**src/rtl/crc8_tx_appender_if.sv**
```systemverilog
// Byte-stream bundle for the CRC-8 transmit appender: an input stream from the frame source
// and an output stream to the link, each with a valid/ready handshake.
interface crc8_tx_appender_if;
    logic [7:0] in_data;
    logic       in_valid;
    logic       in_last;
    logic       in_ready;
    logic [7:0] out_data;
    logic       out_valid;
    logic       out_last;
    logic       out_is_crc;
    logic       out_ready;

    modport master (
        output in_data, in_valid, in_last, out_ready,
        input  in_ready, out_data, out_valid, out_last, out_is_crc
    );

    modport slave (
        input  in_data, in_valid, in_last, out_ready,
        output in_ready, out_data, out_valid, out_last, out_is_crc
    );
endinterface

```
**src/rtl/crc8_tx_appender.sv**
```systemverilog
// Forwards a framed byte stream and appends a CRC-8 byte (MSB-first, non-reflected) after the last byte.
// Optional macro CRC8_TX_ERR_INJECT_EN adds err_inject, which flips bit 0 of the emitted CRC byte.
//
// state | meaning
// IDLE  | no frame; CRC held at INIT, waiting for start
// DATA  | passing data bytes through, accumulating CRC
// CRC   | waiting for the output slot to load the CRC byte
// WAIT  | CRC byte presented, waiting for downstream to accept it
module crc8_tx_appender #(
    parameter logic [7:0] POLY  = 8'h07,
    parameter logic [7:0] INIT  = 8'h00,
    parameter int         CNT_W = 16
) (
    input  logic             clk,
    input  logic             rst_n,
    input  logic             start,
`ifdef CRC8_TX_ERR_INJECT_EN
    input  logic             err_inject,
`endif
    crc8_tx_appender_if.slave bus,
    output logic             busy,
    output logic             done,
    output logic [CNT_W-1:0] byte_count
);

    typedef enum logic [1:0] {IDLE, DATA, CRC, WAIT} state_t;

    state_t     state;
    logic [7:0] crc;
    logic [7:0] crc_out;
    logic       slot_free;

    function automatic logic [7:0] crc8_byte(input logic [7:0] c_in, input logic [7:0] d);
        logic [7:0] c;
        c = c_in;
        for (int i = 0; i < 8; i++) begin
            c = {c[6:0], 1'b0} ^ ((c[7] ^ d[7-i]) ? POLY : 8'h00);
        end
        return c;
    endfunction

`ifdef CRC8_TX_ERR_INJECT_EN
    assign crc_out = crc ^ {7'b0, err_inject};
`else
    assign crc_out = crc;
`endif

    assign slot_free   = !bus.out_valid || bus.out_ready;
    assign bus.in_ready = (state == DATA) && slot_free;
    assign busy        = (state != IDLE);

    always_ff @(posedge clk or negedge rst_n) begin
        if (!rst_n) begin
            state          <= IDLE;
            crc            <= INIT;
            bus.out_data   <= 8'h00;
            bus.out_valid  <= 1'b0;
            bus.out_last   <= 1'b0;
            bus.out_is_crc <= 1'b0;
            done           <= 1'b0;
            byte_count     <= '0;
        end else begin
            done <= 1'b0;
            // Accepted beat empties the slot unless a new byte is loaded below.
            if (bus.out_valid && bus.out_ready) begin
                bus.out_valid <= 1'b0;
            end
            case (state)
                IDLE: begin
                    crc <= INIT;
                    if (start) begin
                        byte_count <= '0;
                        state      <= DATA;
                    end
                end
                DATA: begin
                    if (bus.in_valid && slot_free) begin
                        bus.out_data   <= bus.in_data;
                        bus.out_valid  <= 1'b1;
                        bus.out_last   <= 1'b0;
                        bus.out_is_crc <= 1'b0;
                        crc            <= crc8_byte(crc, bus.in_data);
                        if (byte_count != {CNT_W{1'b1}}) begin
                            byte_count <= byte_count + CNT_W'(1);
                        end
                        if (bus.in_last) begin
                            state <= CRC;
                        end
                    end
                end
                CRC: begin
                    if (slot_free) begin
                        bus.out_data   <= crc_out;
                        bus.out_valid  <= 1'b1;
                        bus.out_last   <= 1'b1;
                        bus.out_is_crc <= 1'b1;
                        state          <= WAIT;
                    end
                end
                WAIT: begin
                    if (bus.out_ready) begin
                        done  <= 1'b1;
                        state <= IDLE;
                    end
                end
                default: state <= IDLE;
            endcase
        end
    end

endmodule
```
**src/flat_wrapper.sv**
```systemverilog
// flat-port wrapper written by rule: the top's interface ports become plain ports
module crc8_tx_appender_flat 
#(
    parameter logic [7:0] POLY  = 8'h07,
    parameter logic [7:0] INIT  = 8'h00,
    parameter int         CNT_W = 16
)
  (clk, rst_n, start, busy, done, byte_count, bus_in_data, bus_in_valid, bus_in_last, bus_out_ready, bus_in_ready, bus_out_data, bus_out_valid, bus_out_last, bus_out_is_crc);
  crc8_tx_appender_if bus_i ();
  input  logic clk;
  input  logic rst_n;
  input  logic start;
  output logic busy;
  output logic done;
  output logic [CNT_W-1:0] byte_count;
  input wire logic [$bits(bus_i.in_data)-1:0] bus_in_data;
  input wire logic [$bits(bus_i.in_valid)-1:0] bus_in_valid;
  input wire logic [$bits(bus_i.in_last)-1:0] bus_in_last;
  input wire logic [$bits(bus_i.out_ready)-1:0] bus_out_ready;
  output wire logic [$bits(bus_i.in_ready)-1:0] bus_in_ready;
  output wire logic [$bits(bus_i.out_data)-1:0] bus_out_data;
  output wire logic [$bits(bus_i.out_valid)-1:0] bus_out_valid;
  output wire logic [$bits(bus_i.out_last)-1:0] bus_out_last;
  output wire logic [$bits(bus_i.out_is_crc)-1:0] bus_out_is_crc;
  assign bus_i.in_data = bus_in_data;
  assign bus_i.in_valid = bus_in_valid;
  assign bus_i.in_last = bus_in_last;
  assign bus_i.out_ready = bus_out_ready;
  assign bus_in_ready = bus_i.in_ready;
  assign bus_out_data = bus_i.out_data;
  assign bus_out_valid = bus_i.out_valid;
  assign bus_out_last = bus_i.out_last;
  assign bus_out_is_crc = bus_i.out_is_crc;
  crc8_tx_appender #(.POLY(POLY), .INIT(INIT), .CNT_W(CNT_W)) u_core (.clk(clk), .rst_n(rst_n), .start(start), .bus(bus_i), .busy(busy), .done(done), .byte_count(byte_count));
endmodule
```
**config.mk**
```make
export PLATFORM = sky130hd
export DESIGN_NAME = crc8_tx_appender_flat
export DESIGN_NICKNAME = d
export VERILOG_FILES = /design/src/rtl/crc8_tx_appender_if.sv /design/src/rtl/crc8_tx_appender.sv /design/src/flat_wrapper.sv
export SDC_FILE = /design/constraint.sdc
export NUM_CORES = 1
export LEC_CHECK = 0
export ABC_AREA = 1
export BUFFER_PORTS_ARGS = -buffer_cell sky130_fd_sc_hd__buf_4
export CAP_MARGIN = 5
export CORE_UTILIZATION = 50
export DETAILED_ROUTE_END_ITERATION = 6
export GPL_TIMING_DRIVEN = 0
export PLACE_DENSITY_LB_ADDON = 0.12
export REMOVE_ABC_BUFFERS = 1
export SLEW_MARGIN = 25
export SYNTH_ARGS = -nofsm -noshare
export SYNTH_HDL_FRONTEND = slang
export SYNTH_SLANG_ARGS = --single-unit
```
**constraint.sdc**
```tcl
create_clock -name clk -period 1.4 [get_ports clk]
set_input_delay 0.21 -clock clk [delete_from_list [all_inputs] [get_ports clk]]
set_output_delay 0.21 -clock clk [all_outputs]
set_load 0.02 [all_outputs]
```
==> impl_metrics.yaml, run 1 <==
synthesis:
  postSynthCellCount: 333
  synth-edff-count: 0
  ys_seq_elements: 37
  yosys.area.top_type: "dfrtp_1"
  synth_top_cell_area_share_pct: 39.7
  synthMuxAreaShare_pct: 1.72
  synth_warnings: 0
  synth_top_family_by_area: "simple AND/OR/NAND/NOR gates"
  synth-xor-area-share_pct: 4.13
  ys.flop_type: "dfrtp_1"
  synth_area_per_cell_sq_um: 7.00
  synth-async-reset-ratio_pct: 100
  synthSimpleGateAreaFrac_pct: 35.0
  syn_area_sq_um: 2330
  synth_area_leaders: "dfrtp_1 (40%), nand2_1 (18%), nand3_1 (6.2%)"
  synth_adder_area_share_pct: 2.68
  yosysSeqAreaShare_pct: 39.7
  yosysUniqueCellTypes: 25
  synth_compound_area_share_pct: 8.64
placed_design:
  gp_congestion: 0.860
  place_hpwl_mm: 3.71
  placement.io_buffers: 43
sta:
  layout_setup_ws_ns: -0.165
  worst_hold_slack_ns: 0.100
  fin_crit_sh_pct: 112
  maxSlewViolCount: 0
  slew_headroom_pct: 67.5
  max_clock_freq_ghz: 0.639
  setup_viol_count_final: 29
  fin_skew_ns: 0.00612
  post-route-min-period_ns: 1.56
  final_hold_viol_count: 0
  rsz0062_at_grt: "yes"
  tightest_slew_ns: 0.488
route:
  viasPerCell: 5.45
  drtAntennaViolNets: 0
  finalWirelength_mm: 6.92
  drc: 0
  avgRoutedWirePerCell_microns: 15.3
  drtIter0Drc: 177
  drtPass1Iterations: 5
  via_count: 2465
power:
  power_density_nw_per_um2: 2230
  ir_drop_mv: 1.67
  clkPwrFrac_pct: 13.5
  pwr-share-comb_pct: 64.4
  power_switching_share_pct: 45.4
  sequentialPowerShare_pct: 22.1
  finalPower_w: 0.00742
  p_sw_w: 0.00337
  internal_power_w: 0.00405
  p_leak_nw: 1.61
global_route:
  grt_pass1_vias: 2199
  grt_pass1_wl_mm: 10.5
  met2_usage_pct: 45.0
  grt_max_degree: 38
  grt_util_met3_pct: 5.63
  top_usage_layer: "met2"
  grtUsageTotal_pct: 27.0
  grtUsageMet1_pct: 35.3
  overflow: 0
  antenna_found_initial: 0
clock_network:
  clk_path_buf_depth: 2
  cts-buffers-inserted: 5
  htree_levels: 2
  root_buffer: "clkbuf_8"
  cts.reportedPaths.clkPinSlew_ns: 0.08
  cts_tree: "done"
  worstSkewPairLatency_ns: 0.31
  clkSinkCount: 37
finish:
  layout_common_cells: "nand2_1 (107), buf_4 (54), dfrtp_1 (32)"
  post_route_cells_drive_above_1_share_pct: 32.0
  fill_cells: 325
  antennaDiodeCount: 0
  layout_commonest_cell: "nand2_1"
  synthToLayoutAreaGrowth_pct: 42.4
  fin_nets: 418
die:
  dieArea_sq_um: 4940
  row_count: 24
  io_pins: 44
  start_util_pct: 52.8
  chipHeight_microns: 70.3
  die_x_microns: 70.3
  core_sq_um: 4410
min_path:
  min_path_type: "in -> reg"
  whs_path_depth: 3
critical_path:
  ff2ff_setup_slack_ns: -0.16
  startpoint_type: "flip-flop"
  required_ns: 1.62
  critPathMaxFanout: 7
  crit_arrival_ns: 1.78
  cp-end-kind: "flip-flop"
  crit_type: "reg -> reg"
  r2r_cells: 10
flow_run:
  drv_cap: 0
status:
  failed_checks: "negative setup slack"
  status: "finished with violations"
kinds of logic (layout without fill, tap and decap cells):
group	Yosys count	after routing
xor+xnor	11	11
compound gates	38	38
buf+inv	44	108
mux	4	4
fa+ha+maj	5	5
flops	37	37
simple gates	194	197
cell type report:
cell class / instances / area (sq um) / share of cell area (%)
clock inverter: 2 / 37.5 / 1.13
multi-input combinational: 255 / 1490 / 44.8
sequential: 37 / 932 / 28.1
tap: 52 / 65.1 / 1.96
clock buffer: 6 / 82.6 / 2.49
inverter: 35 / 144 / 4.33
timing repair buffer: 65 / 573 / 17.3
path summary, 6_finish.rpt:
path / start / end
hold / removal: bus_out_ready / u_core.done
setup / recovery: u_core.state[1] / u_core.byte_count[5]
hold reg to reg: u_core.bus.out_data[0] / u_core.bus.out_data[0]
min in group asynchronous: rst_n / u_core.byte_count[15]
max in group asynchronous: rst_n / u_core.state[0]
setup reg to reg: u_core.state[1] / u_core.byte_count[5]
cells in the mapped netlist, types with 4 or more instances:
master	count
ha_1	5
nor2_1	36
xor2_1	6
dfrtp_1	37
buf_4	4
mux2i_1	4
inv_1	34
a21oi_1	9
o21ai_0	24
xnor2_1	5
nand2_1	114
nand3_1	29
nand4_1	7
power groups by stage:
stage | Combinational [W] | Clock (W) | Sequential [W]
global placement | 0.00270 | 0 | 0.00161
finish | 0.00478 | 0.00100 | 0.00164
floorplan | 0.00171 | 0 | 0.00182
detailed placement | 0.00274 | 0 | 0.00163
global route | 0.00510 | 0.00106 | 0.00168
CTS | 0.00410 | 0.00100 | 0.00161
state kept, by name, indices dropped and copies added (netlist names):
signal / count
u_core.bus.out_data: 8
u_core.bus.out_last: 1
u_core.bus.out_valid: 1
u_core.byte_count: 16
u_core.crc: 8
u_core.done: 1
u_core.state: 2
routing by layer:
metal,vias up,share of wire (%)
met2,109,48
met5,-,0
met1,1148,42
met4,0,2.3
li1,1188,-
met3,20,6.9
timing repair:
| item | 4_1_cts | 5_1_grt |
|---|---|---|
| gates cloned | 4 | 1 |
| hold buffers | 1 | 0 |
| resized for setup | 42 | 41 |
| pin swaps | 12 | 11 |
| endpoints found under the setup margin | 38 | 37 |
| endpoints found under the hold margin | 37 | 0 |
| buffers inserted | 15 | 4 |
per-stage QoR:
stage	TNS, ns	util (%)	cell area (sq um)	std cells	setup slack [ns]
2_1_floorplan	-8.94	-	2270	324	-0.409
3_3_place_gp	-23.02	60.3	2660	419	-0.816
3_5_place_dp	-23.36	60.3	2660	419	-0.846
4_1_cts	-1.89	71.3	3150	447	-0.127
5_1_grt	-4.65	75.2	3320	452	-0.213
6_report	-2.88	75.2	3320	452	-0.165
worst max-delay path: stages (launching register included):
cell	delay (ns)
dfrtp_1	0.41
inv_2	0.10
buf_6	0.11
ha_4	0.17
inv_4	0.05
nor2_4	0.15
nor2_4	0.07
buf_12	0.14
nand2_4	0.11
nand2_1	0.08
o21ai_0	0.10
Note: power is estimated with default switching activity, not from simulation.
==> run 2, diff against run 1 <==
--- a/config.mk
+++ b/config.mk
@@ -8,10 +8,12 @@
 export ABC_AREA = 1
 export BUFFER_PORTS_ARGS = -buffer_cell sky130_fd_sc_hd__buf_4
 export CAP_MARGIN = 5
+export CORE_MARGIN = 3
 export CORE_UTILIZATION = 50
 export DETAILED_ROUTE_END_ITERATION = 6
 export GPL_TIMING_DRIVEN = 0
 export PLACE_DENSITY_LB_ADDON = 0.12
+export RECOVER_POWER = 100
 export REMOVE_ABC_BUFFERS = 1
 export SLEW_MARGIN = 25
 export SYNTH_ARGS = -nofsm -noshare
==> impl_metrics.yaml, run 2 (same netlist as run 1, synthesis figures left out) <==
status:
  status: "finished with violations"
  failed_checks: "negative setup slack"
sta:
  tightest_slew_ns: 0.947
  final_hold_viol_count: 0
  rsz0062_at_grt: "yes"
  fin_skew_ns: 0.0106
  layout_setup_ws_ns: -0.142
  finalSetupTns_ns: -2.16
  max_clock_freq_ghz: 0.649
  maxSlewViolCount: 0
  slew_headroom_pct: 36.9
  setup_viol_count_final: 29
  post-route-min-period_ns: 1.54
  fin_crit_sh_pct: 110
power:
  power_density_nw_per_um2: 2110
  ir_drop_mv: 1.68
  p_leak_nw: 1.48
  finalPower_w: 0.00664
clock_network:
  root_buffer: "clkbuf_8"
  clkSinkCount: 37
  cts.reportedPaths.clkPinSlew_ns: 0.07
  worstSkewPairLatency_ns: 0.30
  clk_path_buf_depth: 2
  htree_levels: 2
  cts-buffers-inserted: 5
  cts_tree: "done"
route:
  via_count: 2438
  drtAntennaViolNets: 0
  viasPerCell: 5.45
  finalWirelength_mm: 6.64
  drc: 0
  avgRoutedWirePerCell_microns: 14.8
  drtPass1Iterations: 4
  drtIter0Drc: 185
finish:
  fill_cells: 368
  post_route_cells_drive_above_1_share_pct: 27.3
  layout_commonest_cell: "nand2_1"
  antennaDiodeCount: 0
  regMostFlops: "u_core.byte_count"
  synthToLayoutAreaGrowth_pct: 34.8
  fin_nets: 413
  top_regs: "u_core.byte_count: 16 flops, u_core.bus.out_data: 8 flops, u_core.crc: 8 flops"
  final_area_sq_um: 3140
  layout_common_cells: "nand2_1 (101), dfrtp_1 (35), buf_4 (29)"
  finalNonFillerCells: 447
  regArea_sq_um: 928
  largest_reg_flops: 16
  multi_input_area_sq_um: 1500
  postLayoutCoreUtil_pct: 71.2
critical_path:
  startpoint_type: "flip-flop"
  cp-end-kind: "flip-flop"
  crit_path_start: "u_core.state[0]"
  critPathMaxFanout: 8
  required_ns: 1.59
  r2r-end: "u_core.byte_count[7]"
  endpoint: "u_core.byte_count[7]"
  ff2ff_setup_slack_ns: -0.14
  crit_arrival_ns: 1.73
  crit_type: "reg -> reg"
  r2r-start: "u_core.state[0]"
  r2r_cells: 10
die:
  dieArea_sq_um: 5520
  io_pins: 44
  row_count: 24
  start_util_pct: 52.8
  die_x_microns: 74.3
  chipHeight_microns: 74.3
  core_sq_um: 4410
placed_design:
  gp_congestion: 0.870
  post-place-cells: 419
  place_hpwl_mm: 3.75
  placement.io_buffers: 43
  detailed_place.area_sq_um: 2660
min_path:
  min_path_type: "in -> reg"
global_route:
  overflow: 0
  grt_max_degree: 38
  grtUsageTotal_pct: 24.5
  grt_pass1_wl_mm: 10.4
  antenna_found_initial: 0
  grt_pass1_vias: 2200
flow_run:
  drv_cap: 0
run 2: area by class of cell:
cell class	instances	share of cell area, %
sequential	37	29.5
multi-input combinational	255	47.7
tap	52	2.07
clock buffer	8	2.55
timing repair buffer	60	13.5
inverter	35	4.74
run 2: worst min-delay path by stage:
stage                     slack, ns     startpoint                     end  cells past startpoint
after floorplan               -0.09          rst_n  u_core.bus.out_data[0]                      0
after global placement         0.21          rst_n    u_core.byte_count[4]                      1
after detailed placement       0.21          rst_n   u_core.byte_count[12]                      1
after CTS                      0.10  bus_out_ready             u_core.done                      3
after global routing           0.14  bus_out_ready             u_core.done                      3
final                          0.11  bus_out_ready             u_core.done                      3
run 2: routing by layer:
layer	wire (microns)	global-route usage [%]	up-vias
met5	0	0	-
met4	125	7.91	0
met3	393	4.86	17
met2	3280	39.7	78
met1	2840	33.0	1154
li1	-	-	1189
run 2: critical path: stages, from the launching register on:
cell,delay (ns)
dfrtp_2,0.45
inv_2,0.13
ha_4,0.19
inv_4,0.05
nor2_4,0.13
nor2_4,0.05
buf_12,0.14
nand2_8,0.11
inv_8,0.05
nand2_2,0.06
nand2_1,0.06
run 2: per-stage QoR:
stage,setup slack [ns],hold slack [ns]
after floorplan,-0.409,-0.0856
after global placement,-0.811,0.206
after detailed placement,-0.844,0.209
after CTS,-0.0869,0.105
after global routing,-0.213,0.140
final,-0.142,0.110
run 2: power by group:
part / internal, W / switching, W
registers: 0.00138 / 0.000243
clock network: 0.000354 / 0.000390
logic: 0.00168 / 0.00258
total: 0.00342 / 0.00322
run 2: timing repair:
item	4_1_cts	5_1_grt
pin swaps	11	7
setup endpoints to repair	38	37
gates cloned	3	0
hold buffers	1	0
setup buffers	13	3
resized for setup	44	47
hold endpoints to repair	37	0
==> run 3, diff against run 2 <==
--- a/config.mk
+++ b/config.mk
@@ -15,6 +15,7 @@
 export PLACE_DENSITY_LB_ADDON = 0.12
 export RECOVER_POWER = 100
 export REMOVE_ABC_BUFFERS = 1
+export SKIP_CTS_REPAIR_TIMING = 1
 export SLEW_MARGIN = 25
 export SYNTH_ARGS = -nofsm -noshare
 export SYNTH_HDL_FRONTEND = slang
==> impl_metrics.yaml, run 3 (same netlist as run 1, synthesis figures left out) <==
status:
  status: "finished with violations"
  failed_checks: "negative setup slack"
sta:
  max_clock_freq_ghz: 0.595
  setup_viol_count_final: 37
  fin_skew_ns: 0.0107
  slew_headroom_pct: 38.7
  fin_crit_sh_pct: 120
  post-route-min-period_ns: 1.68
  maxSlewViolCount: 0
  layout_setup_ws_ns: -0.281
  tightest_slew_ns: 0.919
  final_hold_viol_count: 0
  finalSetupTns_ns: -7.49
  rsz0062_at_grt: "yes"
finish:
  antennaDiodeCount: 0
  regMostFlops: "u_core.byte_count"
  synthToLayoutAreaGrowth_pct: 41.0
  largest_reg_flops: 16
  top_regs: "u_core.byte_count: 16 flops, u_core.bus.out_data: 8 flops, u_core.crc: 8 flops"
  layout_commonest_cell: "nand2_1"
  post_route_cells_drive_above_1_share_pct: 31.4
  fill_cells: 343
  finalNonFillerCells: 460
  fin_nets: 426
  postLayoutCoreUtil_pct: 74.5
  layout_common_cells: "nand2_1 (109), buf_4 (59), dfrtp_1 (33)"
  final_area_sq_um: 3290
critical_path:
  crit_type: "reg -> out"
  crit_arrival_ns: 1.47
  cp.buffers_inverters: 3
  slowest_delay_ns: 0.47
  cp_cell_sequence: "inv_4 -> ha_4 -> clkinvlp_4 -> nor2_2 -> buf_6"
  r2r-start: "u_core.state[1]"
  ff2ff_setup_slack_ns: -0.27
  r2r-end: "u_core.byte_count[2]"
  required_ns: 1.19
  startpoint_type: "flip-flop"
  cp-end-kind: "primary output"
  critPathMaxFanout: 7
  crit_path_top_delay_cell: "dfrtp_2"
  crit_family: "flip-flops"
  r2r_cells: 9
clock_network:
  htree_levels: 2
  cts_tree: "done"
  cts-buffers-inserted: 5
  clkSinkCount: 37
  worstSkewPairLatency_ns: 0.30
  root_buffer: "clkbuf_8"
  cts.reportedPaths.clkPinSlew_ns: 0.07
  clk_path_buf_depth: 2
min_path:
  min_path_type: "in -> reg"
  whs_path_depth: 3
  whs_endpoint: "u_core.done"
  worstHoldStart: "bus_out_ready"
global_route:
  grt_pass1_vias: 1948
  overflow: 0
  antenna_found_initial: 0
  grtUsageTotal_pct: 20.3
  grt_pass1_wl_mm: 8.75
  grt_max_degree: 38
route:
  avgRoutedWirePerCell_microns: 14.8
  finalWirelength_mm: 6.83
  viasPerCell: 5.42
  drtIter0Drc: 189
  drc: 0
  drtPass1Iterations: 5
  drtAntennaViolNets: 0
  via_count: 2492
die:
  core_sq_um: 4410
  chipHeight_microns: 74.3
  die_x_microns: 74.3
  dieArea_sq_um: 5520
  start_util_pct: 52.8
  io_pins: 44
  row_count: 24
placed_design:
  post-place-cells: 419
  placement.io_buffers: 43
  gp_congestion: 0.870
  detailed_place.area_sq_um: 2660
  place_hpwl_mm: 3.75
power:
  finalPower_w: 0.00699
  p_leak_nw: 1.60
  ir_drop_mv: 1.87
  power_density_nw_per_um2: 2130
flow_run:
  drv_cap: 0
run 3: worst register-to-register path, delay by kind of cell, from the launching register on:
family	cells	cell delay [ns]
and+or+nand+nor	3	0.31
buffers and inverters	3	0.36
AOI/OAI and AO/OA	2	0.27
DFF	1	0.45
adders and majority gates	1	0.20
run 3: worst max-delay path by stage:
stage | from | endpoint | slack (ns) | depth (start not counted)
after floorplan | u_core.state[1] | u_core.byte_count[0] | -0.41 | 9
after global placement | u_core.state[1] | u_core.byte_count[0] | -0.81 | 9
after detailed placement | u_core.state[1] | u_core.byte_count[0] | -0.84 | 9
after CTS | u_core.state[1] | u_core.byte_count[0] | -0.86 | 9
after global routing | u_core.state[1] | u_core.byte_count[2] | -0.35 | 9
final | u_core.state[1] | bus_in_ready | -0.28 | 5
run 3: through the flow:
step | setup slack (ns) | hold slack [ns]
after floorplan | -0.409 | -0.0856
after global placement | -0.811 | 0.206
after detailed placement | -0.844 | 0.209
after CTS | -0.862 | -0.113
after global routing | -0.350 | 0.138
final | -0.281 | 0.108
run 3: per-layer routing:
layer	GRT usage [%]	vias up	routed length, microns
met4	6.92	0	225
met5	0	-	0
met3	4.32	27	569
met1	29.1	1135	2780
met2	30.6	123	3250
li1	-	1207	-
run 3: final cells by class:
cell class / instances / area [sq um] / area share (%)
inverters: 35 / 145 / 4.41
multi-input cells: 255 / 1470 / 44.7
well taps: 52 / 65.1 / 1.98
repair buffers: 73 / 597 / 18.2
clock buffers: 8 / 80.1 / 2.44
flip-flops and latches: 37 / 931 / 28.3
run 3: report_power, final:
part | total, W | internal (W) | switching (W)
sequential | 0.00168 | 0.00139 | 0.000292
combinational | 0.00456 | 0.00195 | 0.00261
clock | 0.000747 | 0.000354 | 0.000393
total | 0.00699 | 0.00369 | 0.00330
